--- src/rtl/alu_pkg.sv ---
// alu_pkg: function codes, FSM state type and multi-cycle op decode shared by alu_seq.
// Optional feature macro: ALU_DIVU_EN (makes DIVU a multi-cycle op).
package alu_pkg;
    localparam logic [5:0] F_AND   = 6'd36;
    localparam logic [5:0] F_OR    = 6'd37;
    localparam logic [5:0] F_ADD   = 6'd32;
    localparam logic [5:0] F_SUB   = 6'd34;
    localparam logic [5:0] F_SLT   = 6'd42;
    localparam logic [5:0] F_SRL   = 6'd2;
    localparam logic [5:0] F_MULTU = 6'd25;
    localparam logic [5:0] F_DIVU  = 6'd27;

    typedef enum logic [1:0] {IDLE, ITER, DONE} state_t;

    function automatic logic is_multicycle(input logic [5:0] code);
`ifdef ALU_DIVU_EN
        return code == F_MULTU || code == F_DIVU;
`else
        return code == F_MULTU;
`endif
    endfunction
endpackage

--- src/rtl/alu_muldiv_iter.sv ---
// alu_muldiv_iter: WIDTH-step shift-add multiplier (and restoring divider with ALU_DIVU_EN).
// Ports: clk, reset (sync, active-high); start latches a/b and op (1 = divide);
//        done is high during the final step; hi/lo hold the product or remainder/quotient.
module alu_muldiv_iter #(
    parameter int WIDTH = 32,
    parameter int CNT_W = $clog2(WIDTH + 1)
) (
    input  logic             clk,
    input  logic             reset,
    input  logic             start,
    input  logic             op,
    input  logic [WIDTH-1:0] a,
    input  logic [WIDTH-1:0] b,
    output logic             done,
    output logic [WIDTH-1:0] hi,
    output logic [WIDTH-1:0] lo
);
    logic [WIDTH-1:0] hi_q, lo_q, b_q, hi_d, lo_d;
    logic [CNT_W-1:0] cnt_q;
    logic             busy_q;
    logic [WIDTH:0]   sum;

    assign done = busy_q && cnt_q == CNT_W'(WIDTH - 1);
    assign hi   = hi_q;
    assign lo   = lo_q;
    // Multiplier lives in lo and shifts out as product bits shift in from the top.
    assign sum  = {1'b0, hi_q} + (lo_q[0] ? {1'b0, b_q} : '0);

`ifdef ALU_DIVU_EN
    logic             op_q, ge;
    logic [WIDTH:0]   sh;
    logic [WIDTH-1:0] dif;
    // Restoring step; a zero divisor naturally yields all-ones quotient and remainder = dividend.
    assign sh   = {hi_q, lo_q[WIDTH-1]};
    assign ge   = sh >= {1'b0, b_q};
    assign dif  = sh[WIDTH-1:0] - b_q;
    assign hi_d = op_q ? (ge ? dif : sh[WIDTH-1:0]) : sum[WIDTH:1];
    assign lo_d = op_q ? {lo_q[WIDTH-2:0], ge} : {sum[0], lo_q[WIDTH-1:1]};
    always_ff @(posedge clk)
        if (reset)      op_q <= 1'b0;
        else if (start) op_q <= op;
`else
    logic unused_op;
    assign unused_op = op;
    assign hi_d = sum[WIDTH:1];
    assign lo_d = {sum[0], lo_q[WIDTH-1:1]};
`endif

    always_ff @(posedge clk) begin
        if (reset) begin
            hi_q   <= '0;
            lo_q   <= '0;
            b_q    <= '0;
            cnt_q  <= '0;
            busy_q <= 1'b0;
        end else if (start) begin
            hi_q   <= '0;
            lo_q   <= a;
            b_q    <= b;
            cnt_q  <= '0;
            busy_q <= 1'b1;
        end else if (busy_q) begin
            hi_q   <= hi_d;
            lo_q   <= lo_d;
            cnt_q  <= cnt_q + 1'b1;
            busy_q <= !done;
        end
    end
endmodule

--- src/rtl/alu_seq.sv ---
// alu_seq: registered WIDTH-bit ALU with valid/ready handshake, flags and iterative MULTU/DIVU.
// Ports: clk, reset (sync, active-high); in_valid/in_ready request handshake; Signal function code;
//        dataA/dataB operands; out_valid result pulse; dataOut/hi results; zero/overflow/illegal flags.
// Optional feature macro: ALU_DIVU_EN (DIVU support; otherwise DIVU is illegal).
module alu_seq
    import alu_pkg::*;
#(
    parameter int WIDTH = 32,
    parameter int CNT_W = $clog2(WIDTH + 1)
) (
    input  logic             clk,
    input  logic             reset,
    input  logic             in_valid,
    output logic             in_ready,
    input  logic [5:0]       Signal,
    input  logic [WIDTH-1:0] dataA,
    input  logic [WIDTH-1:0] dataB,
    output logic             out_valid,
    output logic [WIDTH-1:0] dataOut,
    output logic [WIDTH-1:0] hi,
    output logic             zero,
    output logic             overflow,
    output logic             illegal
);
    localparam int SH = $clog2(WIDTH);
    localparam int M  = WIDTH - 1;

    state_t           state_q, state_d;
    logic             acc, start, iter_done, legal, ovf_add, ovf_sub, ovf;
    logic [WIDTH-1:0] sum, diff, res, it_hi, it_lo;
    logic [WIDTH-1:0] dout_q, hi_q;
    logic             vld_q, zero_q, ovf_q, ill_q;

    assign in_ready  = state_q == IDLE;
    assign acc       = in_valid && in_ready;
    assign start     = acc && is_multicycle(Signal);
    assign state_d   = state_q == IDLE ? (start ? ITER : IDLE) :
                       state_q == ITER ? (iter_done ? DONE : ITER) : IDLE;

    assign sum       = dataA + dataB;
    assign diff      = dataA - dataB;
    assign ovf_add   = dataA[M] == dataB[M] && sum[M] != dataA[M];
    assign ovf_sub   = dataA[M] != dataB[M] && diff[M] != dataA[M];
    assign legal     = Signal inside {F_AND, F_OR, F_ADD, F_SUB, F_SLT, F_SRL};
    assign ovf       = Signal == F_ADD ? ovf_add : Signal == F_SUB ? ovf_sub : 1'b0;
    assign res       = Signal == F_AND ? dataA & dataB :
                       Signal == F_OR  ? dataA | dataB :
                       Signal == F_ADD ? sum :
                       Signal == F_SUB ? diff :
                       Signal == F_SLT ? {{(WIDTH-1){1'b0}}, diff[M] ^ ovf_sub} :
                       Signal == F_SRL ? dataA >> dataB[SH-1:0] : '0;

    assign out_valid = vld_q;
    assign dataOut   = dout_q;
    assign hi        = hi_q;
    assign zero      = zero_q;
    assign overflow  = ovf_q;
    assign illegal   = ill_q;

    alu_muldiv_iter #(.WIDTH(WIDTH), .CNT_W(CNT_W)) u_iter (
        .clk   (clk),
        .reset (reset),
        .start (start),
        .op    (Signal == F_DIVU),
        .a     (dataA),
        .b     (dataB),
        .done  (iter_done),
        .hi    (it_hi),
        .lo    (it_lo)
    );

    always_ff @(posedge clk) begin
        if (reset) begin
            state_q <= IDLE;
            vld_q   <= 1'b0;
            dout_q  <= '0;
            hi_q    <= '0;
            zero_q  <= 1'b0;
            ovf_q   <= 1'b0;
            ill_q   <= 1'b0;
        end else begin
            state_q <= state_d;
            vld_q   <= 1'b0;
            if (acc && !start) begin
                vld_q  <= 1'b1;
                dout_q <= res;
                hi_q   <= '0;
                zero_q <= res == '0;
                ovf_q  <= legal && ovf;
                ill_q  <= !legal;
            end else if (state_q == DONE) begin
                vld_q  <= 1'b1;
                dout_q <= it_lo;
                hi_q   <= it_hi;
                zero_q <= it_lo == '0;
                ovf_q  <= 1'b0;
                ill_q  <= 1'b0;
            end
        end
    end
endmodule

--- config.mk ---
export PLATFORM = sky130hd
export DESIGN_NAME = alu_seq
export DESIGN_NICKNAME = d
export VERILOG_FILES = /design/src/rtl/alu_pkg.sv /design/src/rtl/alu_muldiv_iter.sv /design/src/rtl/alu_seq.sv
export SDC_FILE = /design/constraint.sdc
export NUM_CORES = 1
export LEC_CHECK = 0
export BUFFER_PORTS_ARGS = -buffer_cell sky130_fd_sc_hd__buf_2
export CORE_UTILIZATION = 30
export CTS_BUF_LIST = sky130_fd_sc_hd__clkbuf_16
export DETAILED_ROUTE_END_ITERATION = 10
export SETUP_SLACK_MARGIN = 0.02
export SYNTH_ARGS = -nofsm -noshare
export SYNTH_HDL_FRONTEND = slang
export SYNTH_SLANG_ARGS = --single-unit
export TNS_END_PERCENT = 30
--- constraint.sdc ---
create_clock -name clk -period 11.85 [get_ports clk]
set_clock_uncertainty 0.05 [all_clocks]
set_input_delay 2.37 -clock clk [delete_from_list [all_inputs] [get_ports clk]]
set_output_delay 2.37 -clock clk [all_outputs]
set_load 0.02 [all_outputs]
==> results of run 1 <==
-- through the flow --
step	area, sq um	setup WS, ps	utilization, %	hold slack [ps]	instances
finish	17000	3550	34.5	400	2772
global route	17000	3300	34.5	420	2772
CTS	17000	3690	34.4	403	2771
detailed placement	16400	3250	33.2	393	2739
global placement	16400	3310	33.2	389	2739
floorplan	15100	4240	-	382	2041
-- final cells by class --
class,count,area share [%]
Antenna cell,1,0.0147
Clock buffer,17,2.50
Clock inverter,15,0.993
Inverter,106,2.34
Multi-Input combinational cell,1630,63.6
Sequential cell,173,20.4
Tap cell,664,4.89
Timing Repair Buffer,166,5.27
-- worst paths after layout --
kind | startpoint | to
worst max-delay path | dataB[1] | zero$_SDFFE_PP0P_
worst min-delay path | hi[24]$_SDFFE_PP0N_ | hi[24]$_SDFFE_PP0N_
worst max register to register | u_iter.lo[0]$_SDFFE_PP0P_ | u_iter.hi[30]$_SDFFE_PP0P_
worst min register to register | hi[24]$_SDFFE_PP0N_ | hi[24]$_SDFFE_PP0N_
-- cell families after synthesis --
| family | count (synthesis) | synth area share [%] |
|---|---|---|
| simple gates | 729 | 21.7 |
| compound gates | 582 | 25.0 |
| buf+inv | 238 | 6.02 |
| flops | 173 | 22.9 |
| fa+ha+maj | 132 | 11.1 |
| mux | 129 | 9.94 |
| xor+xnor | 58 | 3.35 |
-- registers in the layout (all words and copies together) (netlist names), 2 cells and up --
name,flops
dataOut,32
hi,32
state_q,2
u_iter.b_q,32
u_iter.cnt_q,6
u_iter.hi,32
u_iter.lo,32
-- layer usage --
metal / part of all wire, % / vias to the layer above / global-route usage [%]
met5: 0.10 / - / 0
met4: 2.7 / 10 / 7.28
met3: 7.8 / 125 / 4.08
met2: 45 / 740 / 38.7
met1: 44 / 7543 / 32.3
li1: - / 7408 / -
-- critical path, cell delays in order --
cell	delay (ps)
buf_2	80
buf_4	590
clkinv_1	530
ha_1	440
nor2_1	150
o311a_1	210
a2bb2oi_2	290
a311o_1	360
a31oi_4	150
o21bai_2	230
or3b_4	190
a21o_1	170
a21oi_1	90
o21bai_1	130
a21oi_1	100
fa_1	420
nand2_1	90
a2111oi_0	80
o21ai_1	80
o21ai_0	90
a31oi_1	160
o211ai_1	130
or4b_1	490
nor4_1	230
nand4_1	170
nor4_1	360
a41o_1	200
-- power breakdown --
group | total (mW) | internal, mW | switching [mW] | leakage (nW)
combinational | 0.419 | 0.139 | 0.280 | 5.27
clock | 0.568 | 0.301 | 0.267 | 0.290
sequential | 0.598 | 0.590 | 0.00781 | 1.40
total | 1.58 | 1.03 | 0.554 | 6.96
-- synth_stat cells, types with 5 or more instances --
cell type / number / area share [%]
buf_1: 14 / 0.35
o31ai_1: 8 / 0.40
o21a_1: 10 / 0.50
o21ai_0: 90 / 3.0
ha_1: 128 / 11
a21o_1: 28 / 1.4
a211o_1: 9 / 0.52
a22oi_1: 10 / 0.50
or4_1: 5 / 0.25
nand4_1: 15 / 0.62
and3_1: 25 / 1.0
clkbuf_1: 105 / 2.6
o22ai_1: 19 / 0.78
mux2i_1: 102 / 6.7
dfxtp_1: 173 / 23
nor2b_1: 12 / 0.50
a311oi_1: 16 / 0.93
a221oi_1: 11 / 0.64
o21bai_1: 16 / 0.79
nand2_1: 296 / 7.3
o21ai_1: 5 / 0.17
nor2_1: 196 / 4.9
xor2_1: 14 / 0.81
a21oi_1: 196 / 6.5
and2_1: 38 / 1.6
nand2b_1: 21 / 0.87
a31oi_1: 16 / 0.66
xnor2_1: 44 / 2.5
mux4_2: 16 / 2.4
or3_1: 10 / 0.41
o211ai_1: 19 / 0.94
nor3_1: 40 / 1.3
buf_2: 12 / 0.40
mux2_2: 11 / 0.82
inv_1: 100 / 2.5
nand3_1: 29 / 0.96
a211oi_1: 66 / 3.3
nor4_1: 20 / 0.83
==> impl_metrics.json, run 1 <==
{
  "outcome": "complete, no violations",
  "tightest_slew_ps": 1070,
  "syn_area_sq_um": 15100,
  "setup.worst_path.end_class": "register",
  "tns_ps": 0,
  "final-max-slew-violation-count": 0,
  "ys_ff_latch": 173,
  "drt_first_pass_iters": 6,
  "ys_types": 85,
  "port_buffers": 141,
  "start_util_pct": 30.7,
  "startpoint_type": "input pin",
  "cts-root-buf": "clkbuf_16",
  "ys_warn_count": 0,
  "ys_async_sr_fraction_pct": 0,
  "gp_congestion": 0.970,
  "core_sq_um": 49400,
  "relSlewSlack_pct": 28.5,
  "rows": 81,
  "cp.required_ps": 12180,
  "fp.dieH_microns": 227,
  "antenna_found_initial": 6,
  "critPathMaxFanout": 56,
  "track_usage_pct": 23.9,
  "powerDensity_nw_per_um2": 93.2,
  "min_period_ps": 8300,
  "via_per_inst": 5.71,
  "holdPathStages": 2,
  "ctsHtreeMaxLevel": 4,
  "drcViolationCount": 0,
  "setup_viol": 0,
  "clock_path_buffers": 2,
  "dieArea_sq_um": 51400,
  "final_nets": 2299,
  "final_common_cell": "nand2_1",
  "grt_pass1_vias": 15000,
  "grt.overflow.total": 0,
  "final_layout_size_suffix_gt1_share_pct": 12.0,
  "synth_ff_type": "dfxtp_1",
  "syn_nets": 2246,
  "die_x_microns": 227,
  "ir_drop_v": 0.0000748,
  "r2r_slack_ps": 7060,
  "grt_pass1_wl_microns": 93100,
  "rr_worst_depth": 15,
  "path_clk_slew_ps": 70,
  "register_area_sq_um": 3470,
  "syn2layout_area_growth_pct": 12.3,
  "avgSynthCellArea_sq_um": 7.42,
  "max_freq_mhz": 121,
  "drtAntennaViolNets": 0,
  "cts-hold-fix-buffers": 0,
  "clock-sinks": 173,
  "ioPinCount": 142,
  "grt_setup_unrepaired": "no",
  "vias": 15800,
  "grt_max_degree": 81,
  "yosysSeqAreaShare_pct": 22.9,
  "period_share_pct": 70.0,
  "wl_per_cell_microns": 22.5,
  "max_cap_viol_count": 0,
  "hold_violations": 0,
  "wirelength_microns": 62300,
  "synthCells": 2041,
  "ctsResizeCount": 0,
  "drt_iter0_drc": 1427,
  "place_hpwl_microns": 48300,
  "power_mw": 1.58,
  "insertion_delay_ps": 450,
  "final_cell_mix": "nand2_1, a21oi_1, nor2_1, dfxtp_1, buf_2",
  "multi_input_area_sq_um": 10800,
  "crit_type": "input pin to register",
  "synth-edff-count": 0,
  "postCtsSetupBuffers": 0,
  "hold_path.class": "register to register",
  "critPathArrivalTime_ps": 8630,
  "cts_made_buffers": 17,
  "p_leak_nw": 6.96,
  "fillers": 5344,
  "cts_tree": "done"
}
No activity file was read; power rests on OpenSTA's default activity.
==> inputs of run 2 (changes only) <==
Clock period 11.85 ns to 8.4 ns, I/O delays scaled along.
==> run 2 against run 1 <==
- utilization increased by 0.089 points
- via count grew 0.69%
- global-route usage increased by 0.51 points
- hold slack worse by 0.89 ps
- first-iteration DRC count rose by 19%
- final cell count is 0.22% higher
- clock power up 42%
- largest power group unchanged
- register-to-register slack worse by 3200 ps
- setup slack worse by 2100 ps
- die area did not move
==> impl_metrics.json, run 2 (synthesis results as in run 1) <==
{
  "outcome": "complete, no violations",
  "grt_pass1_wl_microns": 94800,
  "final_cell_mix": "nand2_1, a21oi_1, nor2_1, dfxtp_1, buf_2",
  "critPathArrivalTime_ps": 7260,
  "dieArea_sq_um": 51400,
  "rr_worst_depth": 16,
  "max_cap_viol_count": 0,
  "path_clk_slew_ps": 70,
  "powerDensity_nw_per_um2": 132,
  "setup.worst_path.end_class": "register",
  "wirelength_microns": 63400,
  "path_delay_family": "compound AO/OA/AOI/OAI gates",
  "final_nets": 2304,
  "grt_max_degree": 70,
  "cts-hold-fix-buffers": 0,
  "max_freq_mhz": 144,
  "ctsHtreeMaxLevel": 4,
  "port_buffers": 141,
  "holdPathStages": 2,
  "path_buf_inv": 2,
  "antenna_found_initial": 7,
  "place_hpwl_microns": 49400,
  "cp.required_ps": 8740,
  "fin_area_sq_um": 17000,
  "hold_path.class": "register to register",
  "die_x_microns": 227,
  "syn2layout_area_growth_pct": 12.6,
  "worst-path-stages": 26,
  "r2r_slack_ps": 3820,
  "setup_viol": 0,
  "grt_pass1_vias": 14800,
  "final_layout_size_suffix_gt1_share_pct": 12.2,
  "cts_tree": "done",
  "p_leak_nw": 6.99,
  "critPathSlowestCell": "or4b_1",
  "place_area_sq_um": 16400,
  "core_sq_um": 49400,
  "via_per_inst": 5.74,
  "drcViolationCount": 0,
  "grt_setup_unrepaired": "no",
  "holdCritStartpoint": "hi[28]$_SDFFE_PP0N_",
  "reg2reg_to": "u_iter.hi[30]$_SDFFE_PP0P_",
  "register_area_sq_um": 3470,
  "critPathMaxFanout": 10,
  "wl_per_cell_microns": 22.8,
  "postCtsSetupBuffers": 0,
  "gp_congestion": 0.994,
  "min_period_ps": 6930,
  "clock_path_buffers": 2,
  "ir_drop_v": 0.000145,
  "dp_slack_ps": 1150,
  "relSlewSlack_pct": 30.4,
  "crit_type": "input pin to register",
  "tightest_slew_ps": 1040,
  "clock-sinks": 173,
  "worst_slack_ps": 1470,
  "grt.overflow.total": 0,
  "slowest_delay_ps": 490,
  "track_usage_pct": 24.5,
  "cts_made_buffers": 17,
  "start_util_pct": 30.7,
  "drt_iter0_drc": 1704,
  "vias": 15900,
  "min_to": "hi[28]$_SDFFE_PP0N_",
  "multi_input_area_sq_um": 10800,
  "drtAntennaViolNets": 0,
  "tns_ps": 0,
  "r2r_start": "u_iter.lo[0]$_SDFFE_PP0P_",
  "fp.dieH_microns": 227,
  "cts-root-buf": "clkbuf_16",
  "final-max-slew-violation-count": 0,
  "ioPinCount": 142,
  "period_share_pct": 82.5,
  "drt_first_pass_iters": 5,
  "insertion_delay_ps": 460,
  "final_common_cell": "nand2_1",
  "rows": 81,
  "hold_violations": 0,
  "ctsResizeCount": 0,
  "fillers": 5330,
  "startpoint_type": "input pin"
}
## run 2: cell types whose count changed in the layout (fill, tap and decap cells not counted), sizes merged
cell,change
clkinv,+1
buf,+5
clkinvlp,-1
diode,+1
## run 2: worst max-delay path by stage
stage / end / slack [ps] / start
2_1_floorplan: zero$_SDFFE_PP0P_ / 1480 / dataB[2]
3_3_place_gp: zero$_SDFFE_PP0P_ / 1290 / dataB[4]
3_5_place_dp: zero$_SDFFE_PP0P_ / 1150 / dataB[4]
4_1_cts: zero$_SDFFE_PP0P_ / 1600 / dataB[4]
5_1_grt: zero$_SDFFE_PP0P_ / 1140 / dataB[4]
6_report: zero$_SDFFE_PP0P_ / 1470 / dataB[4]
## run 2: routing by layer
layer	GRT usage [%]	wire length, microns	vias up
li1	-	-	7423
met1	33.1	27600	7586
met2	39.6	28800	776
met3	3.40	4980	140
met4	8.20	2020	10
met5	0	58	-
## run 2: metrics by stage
stage	hold WS [ps]	utilization [%]	std cells	power, mW
2_1_floorplan	382	-	2041	1.23
3_3_place_gp	389	33.3	2744	1.44
5_1_grt	412	34.5	2777	2.33
6_report	399	34.5	2778	2.24
4_1_cts	404	34.5	2776	2.24
3_5_place_dp	394	33.3	2744	1.44
## run 2: worst register-to-register path, cell delays in order, from the launching register on
cell	delay (ps)
dfxtp_1	310
buf_4	280
nand2_1	160
inv_1	80
ha_1	230
a211oi_1	270
o21bai_1	150
o311a_1	340
a31oi_1	450
o21ai_0	310
a221oi_1	530
o21ai_0	270
a221oi_1	460
nand2b_1	180
a21oi_1	90
xnor2_1	130
a211oi_1	220
## run 2: layout make-up
class | count | share of cell area (%)
multi-input combinational | 1630 | 63.4
antenna | 2 | 0.0294
timing repair buffer | 171 | 5.47
inverter | 106 | 2.33
clock buffer | 17 | 2.50
sequential | 173 | 20.3
clock inverter | 15 | 1.01
tap | 664 | 4.87
## run 2: report_power, final
group / leakage (nW) / internal [mW] / switching (mW) / total, mW
Combinational: 5.30 / 0.199 / 0.396 / 0.595
Clock: 0.297 / 0.426 / 0.381 / 0.807
Sequential: 1.40 / 0.832 / 0.0103 / 0.842
